`src/rtl/seq_detect_pkg.sv`:
```
// Shared types and defaults for the serial pattern detector controller.
package seq_detect_pkg;

  typedef enum logic [1:0] {
    IDLE = 2'd0,
    RUN  = 2'd1,
    WAIT = 2'd2,
    DONE = 2'd3
  } state_t;

  localparam int W_MAX_DEF = 8;
  localparam int CNT_W_DEF = 8;
  localparam int IDX_W_DEF = 16;

  typedef logic [$clog2(W_MAX_DEF+1)-1:0] len_t;

  // A programmed length is usable only if it selects at least one pattern bit
  // and no more bits than the history register holds.
  function automatic logic len_is_legal(input int len, input int w_max);
    return (len >= 1) && (len <= w_max);
  endfunction

endpackage

```
`src/rtl/seq_pattern_match.sv`:
```
// Length-masked comparison of the bit history against the programmed pattern.
module seq_pattern_match
  import seq_detect_pkg::*;
#(
  parameter int W_MAX = W_MAX_DEF
) (
  input  logic [W_MAX-1:0]           hist,
  input  logic [$clog2(W_MAX+1)-1:0] fill,
  input  logic [W_MAX-1:0]           cfg_pattern,
  input  logic [$clog2(W_MAX+1)-1:0] cfg_len,
  output logic                       match
);

  logic [W_MAX-1:0] mask;
  logic [W_MAX-1:0] diff;

  // Only the low cfg_len bits take part, and enough bits must have arrived.
  always_comb begin
    mask = '0;
    for (int i = 0; i < W_MAX; i++) begin
      mask[i] = (i < int'(cfg_len));
    end
    diff  = (hist ^ cfg_pattern) & mask;
    match = len_is_legal(int'(cfg_len), W_MAX) && (fill >= cfg_len) && (diff == '0);
  end

endmodule

```
`src/rtl/seq_detect_ctrl.sv`:
```
// Controller around a serial pattern detector: stream intake, match events,
// match counting with a stop limit, and configuration handling.
module seq_detect_ctrl
  import seq_detect_pkg::*;
#(
  parameter int W_MAX = W_MAX_DEF,
  parameter int CNT_W = CNT_W_DEF,
  parameter int IDX_W = IDX_W_DEF
) (
  input  logic                       clk,
  input  logic                       reset_n,
  input  logic                       cfg_en,
  input  logic [W_MAX-1:0]           cfg_pattern,
  input  logic [$clog2(W_MAX+1)-1:0] cfg_len,
  input  logic                       cfg_overlap,
  input  logic [CNT_W-1:0]           cfg_limit,
  input  logic                       start,
  input  logic                       abort,
  input  logic                       in_val,
  output logic                       in_rdy,
  input  logic                       in_bit,
  output logic                       out_val,
  input  logic                       out_rdy,
  output logic [IDX_W-1:0]           out_idx,
  output logic [CNT_W-1:0]           match_cnt,
  output logic                       busy,
  output logic                       done,
  output logic                       cfg_err
);

  localparam int LEN_W = $clog2(W_MAX+1);
  localparam logic [LEN_W-1:0] W_MAX_L = LEN_W'(W_MAX);

  state_t             state;
  logic [W_MAX-1:0]   pattern_q;
  logic [LEN_W-1:0]   len_q;
  logic               overlap_q;
  logic [CNT_W-1:0]   limit_q;
  logic [W_MAX-1:0]   hist;
  logic [LEN_W-1:0]   fill;
  logic [IDX_W-1:0]   idx;

  logic [W_MAX-1:0]   hist_next;
  logic [LEN_W-1:0]   fill_next;
  logic [CNT_W-1:0]   cnt_next;
  logic               len_ok;
  logic               hit;

  // Candidate history/fill as they would look after accepting the current bit.
  always_comb begin
    hist_next = {hist[W_MAX-2:0], in_bit};
    fill_next = (fill >= W_MAX_L) ? W_MAX_L : fill + 1'b1;
    cnt_next  = (match_cnt == '1) ? match_cnt : match_cnt + 1'b1;
    len_ok    = len_is_legal(int'(len_q), W_MAX);
  end

  seq_pattern_match #(
    .W_MAX(W_MAX)
  ) u_match (
    .hist        (hist_next),
    .fill        (fill_next),
    .cfg_pattern (pattern_q),
    .cfg_len     (len_q),
    .match       (hit)
  );

  assign in_rdy = (state == RUN);
  assign busy   = (state == RUN) || (state == WAIT);
  assign done   = (state == DONE);

  // Main FSM: abort wins everywhere, otherwise per-state intake and handshake.
  always_ff @(posedge clk or negedge reset_n) begin
    if (!reset_n) begin
      state     <= IDLE;
      pattern_q <= '0;
      len_q     <= '0;
      overlap_q <= 1'b0;
      limit_q   <= '0;
      hist      <= '0;
      fill      <= '0;
      idx       <= '0;
      match_cnt <= '0;
      out_val   <= 1'b0;
      out_idx   <= '0;
      cfg_err   <= 1'b0;
    end else if (abort) begin
      state   <= IDLE;
      out_val <= 1'b0;
      hist    <= '0;
      fill    <= '0;
    end else begin
      case (state)
        IDLE: begin
          if (cfg_en) begin
            pattern_q <= cfg_pattern;
            len_q     <= cfg_len;
            overlap_q <= cfg_overlap;
            limit_q   <= cfg_limit;
          end
          if (start) begin
            if (len_ok) begin
              state     <= RUN;
              hist      <= '0;
              fill      <= '0;
              idx       <= '0;
              match_cnt <= '0;
              cfg_err   <= 1'b0;
            end else begin
              cfg_err <= 1'b1;
            end
          end
        end
        RUN: begin
          if (in_val) begin
            hist <= hist_next;
            idx  <= idx + 1'b1;
            if (hit) begin
              fill      <= overlap_q ? fill_next : '0;
              out_idx   <= idx;
              match_cnt <= cnt_next;
              out_val   <= 1'b1;
              state     <= WAIT;
            end else begin
              fill <= fill_next;
            end
          end
        end
        WAIT: begin
          if (out_rdy) begin
            out_val <= 1'b0;
            if ((limit_q != '0) && (match_cnt == limit_q)) begin
              state <= DONE;
            end else begin
              state <= RUN;
            end
          end
        end
        DONE: begin
          if (start) begin
            if (len_ok) begin
              state     <= RUN;
              hist      <= '0;
              fill      <= '0;
              idx       <= '0;
              match_cnt <= '0;
              cfg_err   <= 1'b0;
            end else begin
              cfg_err <= 1'b1;
            end
          end
        end
        default: state <= IDLE;
      endcase
    end
  end

endmodule

```
`config.mk`:
```
export PLATFORM = sky130hd
export DESIGN_NAME = seq_detect_ctrl
export DESIGN_NICKNAME = d
export VERILOG_FILES = /design/src/rtl/seq_detect_pkg.sv /design/src/rtl/seq_pattern_match.sv /design/src/rtl/seq_detect_ctrl.sv
export SDC_FILE = /design/constraint.sdc
export NUM_CORES = 1
export LEC_CHECK = 0
export CAP_MARGIN = 20
export CORE_ASPECT_RATIO = 1.1
export CORE_UTILIZATION = 49
export DETAILED_ROUTE_END_ITERATION = 10
export GPL_ROUTABILITY_DRIVEN = 0
export PLACE_DENSITY_LB_ADDON = 0.12
export SLEW_MARGIN = 25
export SYNTH_ARGS = -nofsm -noshare
export SYNTH_HDL_FRONTEND = slang
export SYNTH_SLANG_ARGS = --single-unit
```
`constraint.sdc`:
```
create_clock -name clk -period 3 [get_ports clk]
set_clock_uncertainty 0.1 [all_clocks]
set_input_delay 0.6 -clock clk [delete_from_list [all_inputs] [get_ports clk]]
set_output_delay 0.6 -clock clk [all_outputs]
set_load 0.01 [all_outputs]
```
* Word level (Yosys, flattened, before mapping) *
Index checks and enable logic that the tools add are counted.

storage, ports and cells
  logic and storage cells = 100
  output and inout bits = 29
  register bits = 76

operators by class
  add/subtract/negate cells = 3
  eq/ne operators = 15
  reduce and logical (&&, ||, !) cells = 20
  bitwise logic cells = 3
  multiplexer cells = 35
  magnitude comparators = 12

operators by type and width
  operator               number
  $mux 16                3
  $mux 8                 5
  $pmux 16 s2            1
  $mux 4                 7
  $add 16x1->16 const B  1
  $lt 3x4->1 const A     4
  $pmux 8 s2             1
  $mux 2                 7
  $mux 7                 2
  $pmux 7 s2             1
  $reduce_and 4->1       3
  $reduce_and 5->1       2
  $add 8x1->8 const B    1
  $and 8x8->8            1
  $eq 8x8->1             1
  $eq 8x8->1 const B     1
  $logic_not 8->1        1
  $lt 1x4->1 const A     2
  $lt 2x4->1 const A     2
  $pmux 4 s2             1
  $reduce_bool 8->1      1
  $xor 8x8->8            1
  $reduce_and 7->1       1
  $ne 2x1->1 const B     3
  other kinds (22)       35

* Longest topological paths before layout *
Gate-level depths: netlist (run 1).

  depth after elaboration = 9
  mapped depth = 12
  mapped depth without buffers = 10

* Cells and area by module *
Synthesis (run 1) repeated with hierarchy kept, for this count alone.

second synthesis, totals
  cells, all modules = 351
  area total of the unflattened synthesis = 3872.5 um^2

modules (own cells, without submodules)
  module             area an instance (um^2)  cells each  times used  sequential area each (um^2)
  seq_detect_ctrl    3604.7                   315         1           1901.8
  seq_pattern_match  267.8                    36          1           0.0

* Least setup slack after synthesis (run 1) *
Ideal clock, no wire load.

  path type = flip-flop to flip-flop
  from = register fill[0]
  to = register out_idx[4]
  arrival = 2627 ps
  cell stages (with the launch flop) = 13
  setup slack = 145 ps
  cells stage by stage = dfrtp_1 inv_1 ha_1 inv_1 nor2_1 ha_1 a2111oi_0 or4_4 nor3_2 and4b_1 buf_4 buf_8 mux2_1

on the way
  word-level cells in the longest chain between the ends = 6

RTL lines
  what                                              RTL line                 source
  from (decl)                                       seq_detect_ctrl.sv:40    logic [LEN_W-1:0] fill;
  from (signal assigned)                            seq_detect_ctrl.sv:118   fill <= overlap_q ? fill_next : '0;
  from (signal assigned)                            seq_detect_ctrl.sv:124   fill <= fill_next;
  $add 4x1->4 / $ge 4x4->1 (equally long branches)  seq_detect_ctrl.sv:52    fill_next = (fill >= W_MAX_L) ? W_MAX_L : fill + 1'b1;
  $mux 4 *                                          seq_detect_ctrl.sv:52
  $ge 4x4->1 *                                      seq_pattern_match.sv:24  match = len_is_legal(int'(cfg_len), W_MAX) && (fill >= cfg_len) && (diff == '0);
  $logic_and 1x1->1 * (2 in series)                 seq_pattern_match.sv:24
  $reduce_and 4->1 (no source line) *               --
  to (signal assigned)                              seq_detect_ctrl.sv:119   out_idx <= idx;
  to (decl)                                         seq_detect_ctrl.sv:24    output logic [IDX_W-1:0] out_idx,

Every way passes the cells marked *; elsewhere a longest branch is shown, timed or not.
A chain may end at the register's enable or synchronous reset.

* Final worst setup path (run 1) *
  from = register fill[1]
  to = register out_idx[3]

Same word-level chain as after synthesis.

==> impl_metrics.tcl, run 1 <==
set metrics [dict create \
    wirelength_met1_um 3889 \
    ys.warnings.count 0 \
    grt_max_degree 77 \
    cts_hold_buffers 0 \
    syn_area_um2 3907 \
    cts-root-buf "clkbuf_8" \
    hold_viol 0 \
    grt_util_all_layers_pct 21.49 \
    dr.first_iter.drc_count 119 \
    worstPathArrival_ps 3070 \
    required_ps 3150 \
    seq_area_frac_synth_pct 48.67 \
    layout_common_cells "dfrtp_1, clkdlybuf4s50_1, nand2_1" \
    dp_hpwl_um 5647 \
    peakVddDrop_uv 510.6 \
    dr.pass1.iters 4 \
    grt_pass1_wl_um 13740 \
    cts.htree.levels 3 \
    netlist_instances 367 \
    antenna_cells 0 \
    insertion_delay_ps 350 \
    routed_wirelength_um 8320 \
    path_max_fanout 8 \
    area_growth_pct 25.87 \
    start_util_pct 51.43 \
    cts_tree "yes" \
    ant_nets 0 \
    p_per_area_nw_per_um2 729.1 \
    critical_path_class "reg -> reg" \
    synth-edff-count 0 \
    wl_met2_um 4027 \
    slew_violations 0 \
    portBuffers 57 \
    antenna_found_initial 0 \
    tns_ps 0 \
    die_area_um2 8336 \
    setup_viol 0 \
    syn_area_per_cell_um2 10.65 \
    fmax_mhz 341.6 \
    nFillCells 635 \
    ys_async_sr_fraction_pct 100.0 \
    synthDistinctLibCells 51 \
    min_period_ps 2927 \
    syn_nets 408 \
    relSlewSlack_pct 54.52 \
    wl_met3_um 304 \
    path_clk_slew_ps 90 \
    worst_setup_path_start_kind "flop" \
    cts_made_buffers 9 \
    die_y_um 95.66 \
    io_pins 58 \
    dpl_cell_area_um2 4628 \
    status "finished clean" \
    die_w_um 87.15 \
    coreArea_um2 7597 \
    drv_cap 0 \
    fin_area_um2 4918 \
    synth_seq_cells 76 \
    clkSinkCount 76 \
    p_leak_nw 2.184 \
    routed_via_density 5.489 \
    worstMarginPinSlew_ps 682.2 \
    overflow 0 \
    cts_buffer_depth 2 \
    drive_above_1_share_pct 18.68 \
    routedWlPerCell_um 15.29 \
    cp-end-kind "flop" \
    fin_crit_sh_pct 97.57 \
    drcViolationCount 0 \
    hold_ws_ps 155.5 \
    fin_nets 475 \
    hold_class "in -> async" \
    fp-row-count 33 \
    grt_pass1_vias 2864 \
    fin_util_pct 64.74 \
    top_layer "met4" \
    ys.flop_type "dfrtp_1" \
    num_vias 2986 \
    final_common_cell "dfrtp_1" \
]
worst max-delay path, stage by stage, from the launching register on:
cell and delay, ps:
dfrtp_2 450, inv_1 100, ha_4 200, inv_1 60, nor2_1 40, ha_1 270
a2111oi_0 80, or4_4 550, nor3_4 130, and4b_2 330, clkbuf_16 190, mux2_2 320
layout make-up:
type / instances / area [um^2] / area share, %
Clock buffer: 10 / 127.6 / 2.595
Inverter: 16 / 60.06 / 1.221
Tap cell: 105 / 131.4 / 2.671
Multi-Input combinational cell: 260 / 1941 / 39.46
Timing Repair Buffer: 71 / 706.9 / 14.37
Clock inverter: 6 / 47.55 / 0.9667
Sequential cell: 76 / 1904 / 38.72
kinds of logic (layout without fill, tap and decap cells):
| family | Yosys count | in the layout | share of synthesized area (%) |
|---|---|---|---|
| AOI/OAI and AO/OA | 77 | 77 | 13.67 |
| DFF | 76 | 76 | 48.67 |
| muxes | 41 | 41 | 11.75 |
| xor gates and xnor gates | 23 | 23 | 5.155 |
| adders and majority gates | 12 | 12 | 3.842 |
| buffers and inverters | 31 | 103 | 3.426 |
| and+or+nand+nor | 107 | 107 | 13.48 |
synthesized netlist by cell type (8+ instances only):
master / instances / area, um^2
clkbuf_1: 8 / 30.03
mux2_1: 10 / 112.6
ha_1: 12 / 150.1
o21ai_0: 21 / 105.1
mux2_2: 29 / 326.6
nor3_1: 8 / 40.04
inv_1: 15 / 56.30
xor2_1: 10 / 87.58
xnor2_1: 13 / 113.9
nand2_1: 33 / 123.9
a21oi_1: 10 / 50.05
nand3_1: 14 / 70.07
nor2_1: 21 / 78.83
dfrtp_1: 76 / 1902
a22o_1: 12 / 105.1
power by group:
group          total (mW)  internal [mW]  switching (mW)
sequential           1.46           1.23           0.233
clock               0.709          0.306           0.403
combinational        1.41          0.637           0.778
total                3.59           2.17            1.41
stage by stage:
stage                     setup WS (ps)  std cells  total power, mW
after floorplan                   145.0        367            2.370
after global placement            33.40        525            2.779
after detailed placement          3.936        525            2.820
after CTS                         47.69        541            3.558
after global routing             -45.35        544            3.842
final                             72.85        544            3.586
worst paths after layout:
path                                   from          end  slack (ps)  cells past startpoint
worst max-delay path                fill[1]   out_idx[3]          70                     11
worst min-delay path                reset_n   out_idx[6]         160                      1
worst max register to register      fill[1]   out_idx[3]          70                     11
worst min register to register  out_idx[11]  out_idx[11]         400                      1
max in group asynchronous           reset_n      fill[1]        2120                      1
min in group clk                out_idx[11]  out_idx[11]         400                      1
registers in the layout, indices dropped and copies added (netlist names), 4 cells and up:
signal,count
fill,4
hist,7
idx,16
len_q,4
limit_q,8
match_cnt,8
out_idx,16
pattern_q,8
per-layer routing:
metal  track usage, %  vias up
li1                 -     1458
met1            29.48     1439
met2            33.53       79
met3            3.810       10
met4            9.153        0
met5                0        -
repair_timing:
action / CTS / global route
endpoints found under the setup margin: 0 / 17
setup buffers: 0 / 2
resized for setup: 0 / 18
endpoints found under the hold margin: 0 / 0
(Power assumes the default switching activity.)
==> run 2, diff against run 1 <==
- PLACE_DENSITY: default -> 0.76
- PLACE_DENSITY_LB_ADDON: 0.12 -> default
- SLEW_MARGIN: 25 -> default
==> impl_metrics.tcl, run 2 (synthesized netlist as in run 1, its figures left out) <==
set metrics [dict create \
    antenna_cells 0 \
    dr.pass1.iters 4 \
    regArea_um2 1904 \
    path_max_fanout 8 \
    violations "negative setup slack" \
    reg.largest.list "idx: 16 flops, out_idx: 16 flops" \
    die_y_um 95.66 \
    grt_pass1_vias 2794 \
    dpl_cell_area_um2 4628 \
    fin_nets 474 \
    cts.htree.levels 3 \
    routed_via_density 5.517 \
    num_vias 2996 \
    routed_wirelength_um 8530 \
    peakVddDrop_uv 444.5 \
    cts_tree "yes" \
    cts_buffer_depth 2 \
    io_pins 58 \
    p_seq_share_pct 38.8 \
    intPower_mw 2.300 \
    clkSinkCount 76 \
    relSlewSlack_pct 37.18 \
    multi_input_area_um2 2022 \
    fin_area_um2 5021 \
    worst_setup_path_start_kind "flop" \
    fin_ws_ps -29.25 \
    nFillCells 615 \
    cts_hold_buffers 0 \
    pwr-share-comb_pct 39.3 \
    p_clk_share_pct 21.9 \
    required_ps 3140 \
    cts_made_buffers 9 \
    start_util_pct 51.43 \
    worstMarginPinSlew_ps 942.3 \
    hold_class "in -> async" \
    worstPathArrival_ps 3170 \
    crit_family "simple AND/OR/NAND/NOR gates" \
    cts-root-buf "clkbuf_8" \
    cp_slowest_stage_delay_ps 570 \
    drcViolationCount 0 \
    detailedPlace.worstSlack_ps 24.47 \
    portBuffers 57 \
    crit_slowest_cell "or4_4" \
    critical_path_class "reg -> reg" \
    layout_common_cells "dfrtp_1, clkdlybuf4s50_1, nand2_1" \
    path_cells "ha_4 > xnor2_4 > nor2_2 > ha_2 > a2111oi_2 > or4_4 > nor3_4 > and4b_2 > clkbuf_16 > mux2_4" \
    antenna_found_initial 0 \
    rsz0062_at_grt "yes" \
    grt_pass1_wl_um 13140 \
    p_sw_share_pct 38.62 \
    final_common_cell "dfrtp_1" \
    setup_viol 12 \
    final_cells 543 \
    die_w_um 87.15 \
    fin_crit_sh_pct 101.0 \
    path_clk_slew_ps 90 \
    die_area_um2 8336 \
    dp.cells 525 \
    fmax_mhz 330.1 \
    p_sw_mw 1.447 \
    grt_util_all_layers_pct 20.79 \
    status "complete, but fails checks" \
    drive_above_1_share_pct 21.46 \
    fp-row-count 33 \
    drv_cap 0 \
    p_per_area_nw_per_um2 746.3 \
    ant_nets 0 \
    dr.first_iter.drc_count 172 \
    insertion_delay_ps 360 \
    cp.buffers_inverters 1 \
    grt_max_degree 77 \
    cp-end-kind "flop" \
    coreArea_um2 7597 \
    hold_viol 0 \
    min_period_ps 3029 \
    routedWlPerCell_um 15.71 \
    dp_hpwl_um 5705 \
    slew_violations 0 \
    area_growth_pct 28.50 \
    overflow 0 \
    p_leak_nw 2.210 \
]
[run 2: metal layers]
layer	global-route usage, %	wire length, um	vias to the layer above
met5	0	0	-
met4	8.743	117	0
met3	3.896	358	13
met2	35.70	4350	71
met1	25.71	3703	1457
li1	-	-	1455
[run 2: power groups by stage]
stage	Combinational, mW	Sequential (mW)	Clock (mW)
2_1_floorplan	0.965	1.41	0
3_3_place_gp	1.32	1.45	0
3_5_place_dp	1.36	1.46	0
5_1_grt	1.62	1.49	0.881
4_1_cts	1.36	1.44	0.837
6_report	1.47	1.45	0.820
[run 2: worst paths after layout]
check,cells after the start,endpoint,startpoint,slack [ps]
max,10,out_idx[5],fill[1],-30
min,1,match_cnt[0],reset_n,270
max reg2reg,10,out_idx[5],fill[1],-30
min reg2reg,1,out_idx[12],out_idx[12],420
max in group asynchronous,1,fill[0],reset_n,1850
min in group clk,1,out_idx[12],out_idx[12],420
[run 2: per-stage QoR]
stage	total power, mW	hold slack, ps	setup TNS (ps)	util [%]
floorplan	2.370	204.4	0	-
global placement	2.775	365.7	0	60.92
detailed placement	2.818	375.1	0	60.92
CTS	3.641	312.5	0	63.65
global route	3.984	353.0	-887.2	66.09
finish	3.747	273.5	-206.1	66.09
[run 2: cell type report]
type,instances,area share (%)
Clock inverter,7,1.670
Inverter,16,1.196
Tap cell,105,2.616
Clock buffer,9,2.467
Timing Repair Buffer,70,13.85
Multi-Input combinational cell,260,40.27
Sequential cell,76,37.93
[run 2: timing repair]
action | 4_1_cts | 5_1_grt
setup buffers | 0 | 1
resized for setup | 0 | 37
setup endpoints to repair | 0 | 22
endpoints found under the hold margin | 0 | 0
==> run 3, diff against run 2 <==
- TNS_END_PERCENT: default -> 20
==> impl_metrics.tcl, run 3 (synthesized netlist as in run 1, its figures left out) <==
set metrics [dict create \
    status "complete, but fails checks" \
    violations "negative setup slack" \
    worstPathArrival_ps 3190 \
    cp-end-kind "flop" \
    rsz0062_at_grt "yes" \
    grt_max_degree 77 \
    num_vias 2995 \
    nFillCells 620 \
    min_period_ps 3040 \
    setup_viol 9 \
    regArea_um2 1904 \
    dr.pass1.iters 4 \
    fin_util_pct 65.74 \
    ant_nets 0 \
    grt_util_all_layers_pct 20.79 \
    drv_cap 0 \
    required_ps 3150 \
    insertion_delay_ps 370 \
    die_w_um 87.15 \
    fin_crit_sh_pct 101.3 \
    coreArea_um2 7597 \
    critical_path_class "reg -> reg" \
    hold_ws_ps 270.0 \
    r2r_slack_ps -40 \
    cts_made_buffers 9 \
    clkSinkCount 76 \
    cts_hold_buffers 0 \
    final_common_cell "dfrtp_1" \
    p_leak_nw 2.209 \
    area_growth_pct 27.83 \
    grt_pass1_vias 2794 \
    hold_viol 0 \
    drive_above_1_share_pct 20.55 \
    start_util_pct 51.43 \
    fin_ws_ps -39.76 \
    fin_nets 474 \
    slew_violations 0 \
    routed_via_density 5.516 \
    relSlewSlack_pct 37.80 \
    reg.largest.list "idx: 16 flops, out_idx: 16 flops" \
    die_area_um2 8336 \
    portBuffers 57 \
    overflow 0 \
    die_y_um 95.66 \
    fp-row-count 33 \
    io_pins 58 \
    routed_wirelength_um 8526 \
    peakVddDrop_uv 445.9 \
    antenna_found_initial 0 \
    path_max_fanout 8 \
    finalPower_mw 3.751 \
    worst_setup_path_start_kind "flop" \
    tns_ps -170.2 \
    hold_class "in -> async" \
    antenna_cells 0 \
    cts_tree "yes" \
    dr.first_iter.drc_count 230 \
    cts.htree.levels 3 \
    drcViolationCount 0 \
    dp_hpwl_um 5705 \
    routedWlPerCell_um 15.70 \
    path_clk_slew_ps 90 \
    cts_buffer_depth 2 \
    fmax_mhz 329.0 \
    multi_input_area_um2 1996 \
    layout_common_cells "dfrtp_1, clkdlybuf4s50_1, nand2_1" \
    worstMarginPinSlew_ps 933.0 \
    grt_pass1_wl_um 13140 \
    cts-root-buf "clkbuf_8" \
    p_per_area_nw_per_um2 750.9 \
]
==> run 3: worst max-delay path: stages (launching register included) <==
cell	delay (ps)
dfrtp_2	460
ha_4	190
xnor2_4	140
nor2_2	160
ha_2	210
a2111oi_2	50
or4_4	570
nor3_4	200
and4b_2	330
clkbuf_16	180
mux2_1	330
==> run 3: area by class of cell <==
cell class	count	area share [%]
tap	105	2.630
sequential	76	38.13
clock buffer	9	2.480
timing repair buffer	70	13.93
multi-input combinational	260	39.95
inverter	16	1.202
clock inverter	7	1.678
==> run 3: worst paths after layout <==
kind                        startpoint      endpoint  depth (start not counted)
setup / recovery               fill[1]   out_idx[10]                         10
hold / removal                 reset_n  match_cnt[0]                          1
setup reg to reg               fill[1]   out_idx[10]                         10
hold reg to reg            out_idx[12]   out_idx[12]                          1
max in group asynchronous      reset_n       fill[0]                          1
min in group clk           out_idx[12]   out_idx[12]                          1
==> run 3: power by group <==
| group | switching (mW) | internal [mW] | total, mW |
|---|---|---|---|
| logic | 0.796 | 0.672 | 1.47 |
| registers | 0.228 | 1.23 | 1.46 |
| clock network | 0.427 | 0.398 | 0.826 |
| total | 1.45 | 2.30 | 3.75 |
==> run 3: metrics by stage <==
step | setup WS, ps | area [um^2] | cells
detailed placement | 24.47 | 4628 | 525
CTS | 46.44 | 4836 | 541
floorplan | 145.0 | 3908 | 367
global route | -100.5 | 4995 | 543
global placement | 49.77 | 4628 | 525
finish | -39.76 | 4995 | 543
==> run 3: metal layers <==
layer,part of all wire [%],GRT usage (%),vias to the layer above
li1,-,-,1452
met1,43,25.71,1462
met2,52,35.70,68
met3,3.9,3.896,13
met4,1.4,8.743,0
met5,0,0,-
==> run 3: repair_timing <==
| item | 4_1_cts | 5_1_grt |
|---|---|---|
| setup endpoints to repair | 0 | 22 |
| buffers inserted | 0 | 1 |
| gates resized for setup | 0 | 30 |
| hold endpoints to repair | 0 | 0 |
